File: src/rtl/i2c_config_seq.sv
// I2C register-programming sequencer: walks a table ROM and issues one 3-byte write per entry with NACK retry.
// Build option HPD_REINIT_EN: reprogram the whole table on a rising edge of interrupt.
module i2c_config_seq #(
  parameter logic [7:0]  DEVICE_ADDR = 8'h7A,
  parameter int unsigned TABLE_DEPTH = 25,
  parameter int unsigned INDEX_WIDTH = 8,
  parameter int unsigned MAX_RETRIES = 3,
  parameter int unsigned BOOT_DELAY  = 16
) (
  input  logic                   clock_25,
  input  logic                   reset,
  input  logic                   interrupt,
  output logic [INDEX_WIDTH-1:0] table_index,
  input  logic [15:0]            table_data,
  output logic                   i2c_start,
  output logic [23:0]            i2c_data,
  input  logic                   i2c_stop,
  input  logic                   i2c_ack,
  output logic                   busy,
  output logic                   config_done,
  output logic                   config_error,
  output logic [INDEX_WIDTH-1:0] error_index
);

  localparam int unsigned BOOT_W = $clog2(BOOT_DELAY + 1) + 1;
  localparam logic [BOOT_W-1:0]      BOOT_LAST   = BOOT_W'(BOOT_DELAY);
  localparam logic [INDEX_WIDTH-1:0] LAST_INDEX  = INDEX_WIDTH'(TABLE_DEPTH - 1);
  localparam logic [3:0]             RETRY_LIMIT = 4'(MAX_RETRIES);

  typedef enum logic [2:0] {
    ST_BOOT, ST_FETCH, ST_ISSUE, ST_WAIT, ST_RELEASE, ST_NEXT, ST_DONE, ST_ERROR
  } state_t;

  state_t                 state, state_d;
  logic [BOOT_W-1:0]      boot_cnt, boot_cnt_d;
  logic [INDEX_WIDTH-1:0] index_d, error_index_d;
  logic [3:0]             retries, retries_d;
  logic                   ack_q, ack_d;
  logic                   start_d;
  logic [23:0]            data_d;
  logic                   reinit_c;
  logic                   terminal_c;

  assign terminal_c = (state == ST_DONE) || (state == ST_ERROR);

`ifdef HPD_REINIT_EN
  logic interrupt_q;
  logic pending, pending_d;
  logic irq_edge_c;

  assign irq_edge_c = interrupt & ~interrupt_q;
  assign reinit_c   = terminal_c & (irq_edge_c | pending);

  // An edge during an active run is remembered and served once the run ends.
  always_comb begin
    pending_d = pending;
    if (terminal_c)      pending_d = 1'b0;
    else if (irq_edge_c) pending_d = 1'b1;
  end

  always_ff @(posedge clock_25) begin
    if (reset) begin
      interrupt_q <= 1'b0;
      pending     <= 1'b0;
    end else begin
      interrupt_q <= interrupt;
      pending     <= pending_d;
    end
  end
`else
  logic unused_interrupt;
  assign unused_interrupt = interrupt;
  assign reinit_c         = 1'b0;
`endif

  // Next-state and next-output logic; every output is registered below.
  always_comb begin
    state_d       = state;
    boot_cnt_d    = boot_cnt;
    index_d       = table_index;
    retries_d     = retries;
    ack_d         = ack_q;
    start_d       = i2c_start;
    data_d        = i2c_data;
    error_index_d = error_index;
    case (state)
      ST_BOOT: begin
        if (boot_cnt == BOOT_LAST) begin
          state_d   = ST_FETCH;
          index_d   = '0;
          retries_d = '0;
        end else begin
          boot_cnt_d = boot_cnt + BOOT_W'(1);
        end
      end
      ST_FETCH: state_d = ST_ISSUE;
      ST_ISSUE: begin
        data_d  = {DEVICE_ADDR, table_data};
        start_d = 1'b1;
        state_d = ST_WAIT;
      end
      ST_WAIT: begin
        if (i2c_stop) begin
          ack_d   = i2c_ack;
          start_d = 1'b0;
          state_d = ST_RELEASE;
        end
      end
      ST_RELEASE: begin
        if (!i2c_stop) begin
          if (!ack_q) begin
            state_d = ST_NEXT;
          end else if (retries < RETRY_LIMIT) begin
            retries_d = retries + 4'd1;
            state_d   = ST_ISSUE;
          end else begin
            error_index_d = table_index;
            state_d       = ST_ERROR;
          end
        end
      end
      ST_NEXT: begin
        if (table_index == LAST_INDEX) begin
          state_d = ST_DONE;
        end else begin
          index_d   = table_index + INDEX_WIDTH'(1);
          retries_d = '0;
          state_d   = ST_FETCH;
        end
      end
      default: begin
        if (reinit_c) begin
          index_d   = '0;
          retries_d = '0;
          state_d   = ST_FETCH;
        end
      end
    endcase
  end

  always_ff @(posedge clock_25) begin
    if (reset) begin
      state        <= ST_BOOT;
      boot_cnt     <= '0;
      table_index  <= '0;
      retries      <= '0;
      ack_q        <= 1'b0;
      i2c_start    <= 1'b0;
      i2c_data     <= '0;
      busy         <= 1'b0;
      config_done  <= 1'b0;
      config_error <= 1'b0;
      error_index  <= '0;
    end else begin
      state        <= state_d;
      boot_cnt     <= boot_cnt_d;
      table_index  <= index_d;
      retries      <= retries_d;
      ack_q        <= ack_d;
      i2c_start    <= start_d;
      i2c_data     <= data_d;
      busy         <= (state_d != ST_BOOT) && (state_d != ST_DONE) && (state_d != ST_ERROR);
      config_done  <= (state_d == ST_DONE);
      config_error <= (state_d == ST_ERROR);
      error_index  <= error_index_d;
    end
  end

endmodule
File: config.mk
export PLATFORM = sky130hd
export DESIGN_NAME = i2c_config_seq
export DESIGN_NICKNAME = d
export VERILOG_FILES = /design/src/rtl/i2c_config_seq.sv
export SDC_FILE = /design/constraint.sdc
export NUM_CORES = 1
export LEC_CHECK = 0
export ABC_AREA = 1
export CAP_MARGIN = 20
export CORE_UTILIZATION = 40
export CTS_CLUSTER_DIAMETER = 30
export DETAILED_ROUTE_END_ITERATION = 6
export DONT_BUFFER_PORTS = 1
export GPL_TIMING_DRIVEN = 0
export SLEW_MARGIN = 15
export SYNTH_ARGS = -nofsm -noshare
export SYNTH_HDL_FRONTEND = slang
export SYNTH_SLANG_ARGS = --single-unit
File: constraint.sdc
create_clock -name clock_25 -period 3.7 [get_ports clock_25]
set_input_delay 0.74 -clock clock_25 [delete_from_list [all_inputs] [get_ports clock_25]]
set_output_delay 0.74 -clock clock_25 [all_outputs]
set_load 0.01 [all_outputs]
==> results.json <==
{
  "status": "finished, final reports clean",
  "clockBufferDepth": 2,
  "ctsHoldBuffers": 0,
  "yosys.area.top_type": "dfxtp_1",
  "p_clk_frac": 0.372,
  "ctsRootBufferMaster": "clkbuf_8",
  "max_freq_mhz": 580.3,
  "clk_latency_ns": 0.32,
  "rrSetupSlack_ns": 2.11,
  "seqPwrFrac": 0.599,
  "hpwl_um": 3931,
  "synth_edf_count": 0,
  "grt_first_pass_wirelength_um": 8535,
  "syn_inst": 324,
  "hold_class": "reg2reg",
  "wirelength_um": 5109,
  "clock-sinks": 51,
  "ys_types": 30,
  "viasPerCell": 4.796,
  "ys_seq_area_frac": 0.4304,
  "cts_resized": 0,
  "power_mw": 0.9265,
  "rsz0062_at_grt": "no",
  "multi_input_area_mm2": 0.001071,
  "startpoint_type": "flip-flop",
  "ys_dominant_reg_cell": "dfxtp_1",
  "start_util": 0.4230,
  "fin_skew_ns": 0.01833,
  "final.fill_count": 605,
  "synth_area_leaders": "dfxtp_1, nand2_1, a21oi_1",
  "grt_pass1_vias": 1828,
  "grt_max_degree": 19,
  "max_stage_delay_ns": 0.49,
  "async_reset_ff_frac": 0,
  "die_h_um": 79.01,
  "syn_to_final_growth_pct": 8.228,
  "synth.most_common_cell": "nand2_1",
  "fp.dieArea_mm2": 0.006243,
  "top_layer": "met4",
  "slowest_stage": "dfxtp_1",
  "reg2regPathDepth": 9,
  "relSlewSlack": 0.6628,
  "cp.arrival_ns": 0.98,
  "maxCapViolCount": 0,
  "cp_max_fo": 6,
  "wl_met1_um": 2363,
  "yosysTopAreaCellShare": 0.4304,
  "startpoint": "i2c_data[17]$_SDFFE_PP0P_",
  "fin_tns_setup_ns": 0,
  "cts_buffers": 5,
  "grt_overflow_total": 0,
  "num-nets-final": 359,
  "internal_power_mw": 0.7015,
  "crit_cells": 1,
  "synth_top_cells_by_count": "nand2_1, dfxtp_1, inv_1, a21oi_1, o21ai_0",
  "slew_viol_final": 0,
  "crit_type": "reg2out",
  "cts_setup_buffers": 0,
  "antenna_found_initial": 0,
  "drtIter0Drc": 78,
  "ys_ff_latch": 51,
  "htreeDepth": 2,
  "num_vias": 1947,
  "fin_crit_sh": 0.4658,
  "drive_above_1_share": 0.1228,
  "hold_violations": 0,
  "firstDrtPassIters": 4,
  "critical_path.endpoint": "i2c_data[20]",
  "die_w_um": 79.01,
  "seq_area_mm2": 0.001021,
  "peakVddDrop_uv": 148.4,
  "cp-end-kind": "primary output",
  "dr_wl_met3_um": 273,
  "syn_area_per_cell_um2": 7.322,
  "portBuffers": 0,
  "rr_startpoint": "table_index[0]$_SDFFE_PP0P_",
  "postRouteAntennaNets": 0,
  "diodes": 0,
  "path_delay_family": "flip-flops",
  "post-route-min-period_ns": 1.723,
  "cts_tree": "done",
  "core-area_mm2": 0.005608,
  "p_comb_frac": 0.029,
  "yosysWarnings": 0,
  "gp_congestion": 0.8809,
  "required_ns": 2.96,
  "p_sw_mw": 0.2250,
  "p_leak_nw": 1.057,
  "wl_met2_um": 2392,
  "drcViolationCount": 0,
  "wl_per_cell_um": 12.58,
  "syn_area_mm2": 0.002372,
  "p_per_area_mw_per_mm2": 360.9,
  "setup_viol": 0,
  "p_sw_frac": 0.2428,
  "grt_usage": 0.1764,
  "cp_cell_sequence": "buf_4",
  "path_clk_slew_ns": 0.11,
  "cp_num_buf_inv": 1,
  "num_rows": 27,
  "io_pins": 65,
  "tightest_slew_ns": 0.5058,
  "regToRegEndpoint": "state[0]$_SDFF_PP0_"
}
through the flow:
stage / util / hold slack [ns] / worst slack, ns / cells / area (µm²)
2_1_floorplan: - / 0.4168 / 2.192 / 326 / 2380
3_3_place_gp: 0.4404 / 0.4277 / 1.986 / 398 / 2470
3_5_place_dp: 0.4404 / 0.4307 / 1.991 / 398 / 2470
4_1_cts: 0.4578 / 0.4454 / 1.970 / 406 / 2567
5_1_grt: 0.4578 / 0.4686 / 1.917 / 406 / 2567
6_report: 0.4578 / 0.4439 / 1.977 / 406 / 2567
registers in the layout (all words and copies together), names as in the netlist:
name / cells
error_index: 8
state: 3
table_index: 8
busy: 1
config_error: 1
retries: 4
ack_q: 1
config_done: 1
i2c_start: 1
i2c_data: 17
boot_cnt: 6
power groups by stage:
| stage | sequential (mW) | clock (mW) | combinational (mW) |
|---|---|---|---|
| after floorplan | 0.567 | 0 | 0.0215 |
| after global placement | 0.567 | 0 | 0.0268 |
| after detailed placement | 0.567 | 0 | 0.0272 |
| after CTS | 0.555 | 0.352 | 0.0273 |
| after global routing | 0.555 | 0.379 | 0.0322 |
| final | 0.555 | 0.345 | 0.0269 |
cell usage in the layout (no fill, tap or decap), drive strengths merged:
cell type | netlist | final
clkbuf | 5 | 10
nand3 | 19 | 19
xor2 | 2 | 2
inv | 51 | 52
nor3 | 2 | 2
ha | 5 | 5
xnor2 | 1 | 1
o21ai | 32 | 32
nor2 | 32 | 32
a31oi | 1 | 1
dfxtp | 51 | 51
o21bai | 3 | 3
nand2 | 63 | 63
conb | 1 | 3
clkinv | 0 | 2
nand4 | 2 | 2
buf | 10 | 10
nand3b | 1 | 1
a21oi | 43 | 43
cell type report:
| type | instances | area share |
|---|---|---|
| inverters | 51 | 0.07456 |
| clock inverters | 3 | 0.01121 |
| multi-input cells | 209 | 0.4172 |
| plain buffers | 15 | 0.03752 |
| clock buffers | 5 | 0.02680 |
| well taps | 72 | 0.03509 |
| flip-flops and latches | 51 | 0.3977 |
layer usage:
metal / vias to the layer above / GRT usage
li1: 1040 / -
met1: 856 / 0.2215
met2: 43 / 0.2810
met3: 8 / 0.05057
met4: 0 / 0.07455
met5: - / 0
cells by family after synthesis:
family | Yosys count | share of synthesized area
xor gates and xnor gates | 3 | 0.01108
other | 1 | 0.001581
buffers and inverters | 66 | 0.1213
adders and majority gates | 5 | 0.02637
AOI/OAI and AO/OA | 79 | 0.1751
DFF | 51 | 0.4304
and+or+nand+nor | 119 | 0.2342
how the worst min path moves through the flow:
stage                                  endpoint               startpoint  slack (ns)  cells past startpoint
floorplan               retries[3]$_SDFFE_PP0P_  retries[3]$_SDFFE_PP0P_        0.42                      2
global placement        retries[2]$_SDFFE_PP0P_  retries[2]$_SDFFE_PP0P_        0.43                      2
detailed placement      retries[2]$_SDFFE_PP0P_  retries[2]$_SDFFE_PP0P_        0.43                      2
CTS                     retries[2]$_SDFFE_PP0P_  retries[2]$_SDFFE_PP0P_        0.45                      2
global route        table_index[5]$_SDFFE_PP0P_                    reset        0.47                      1
finish                  retries[2]$_SDFFE_PP0P_  retries[2]$_SDFFE_PP0P_        0.44                      2
(Power assumes the default switching activity.)
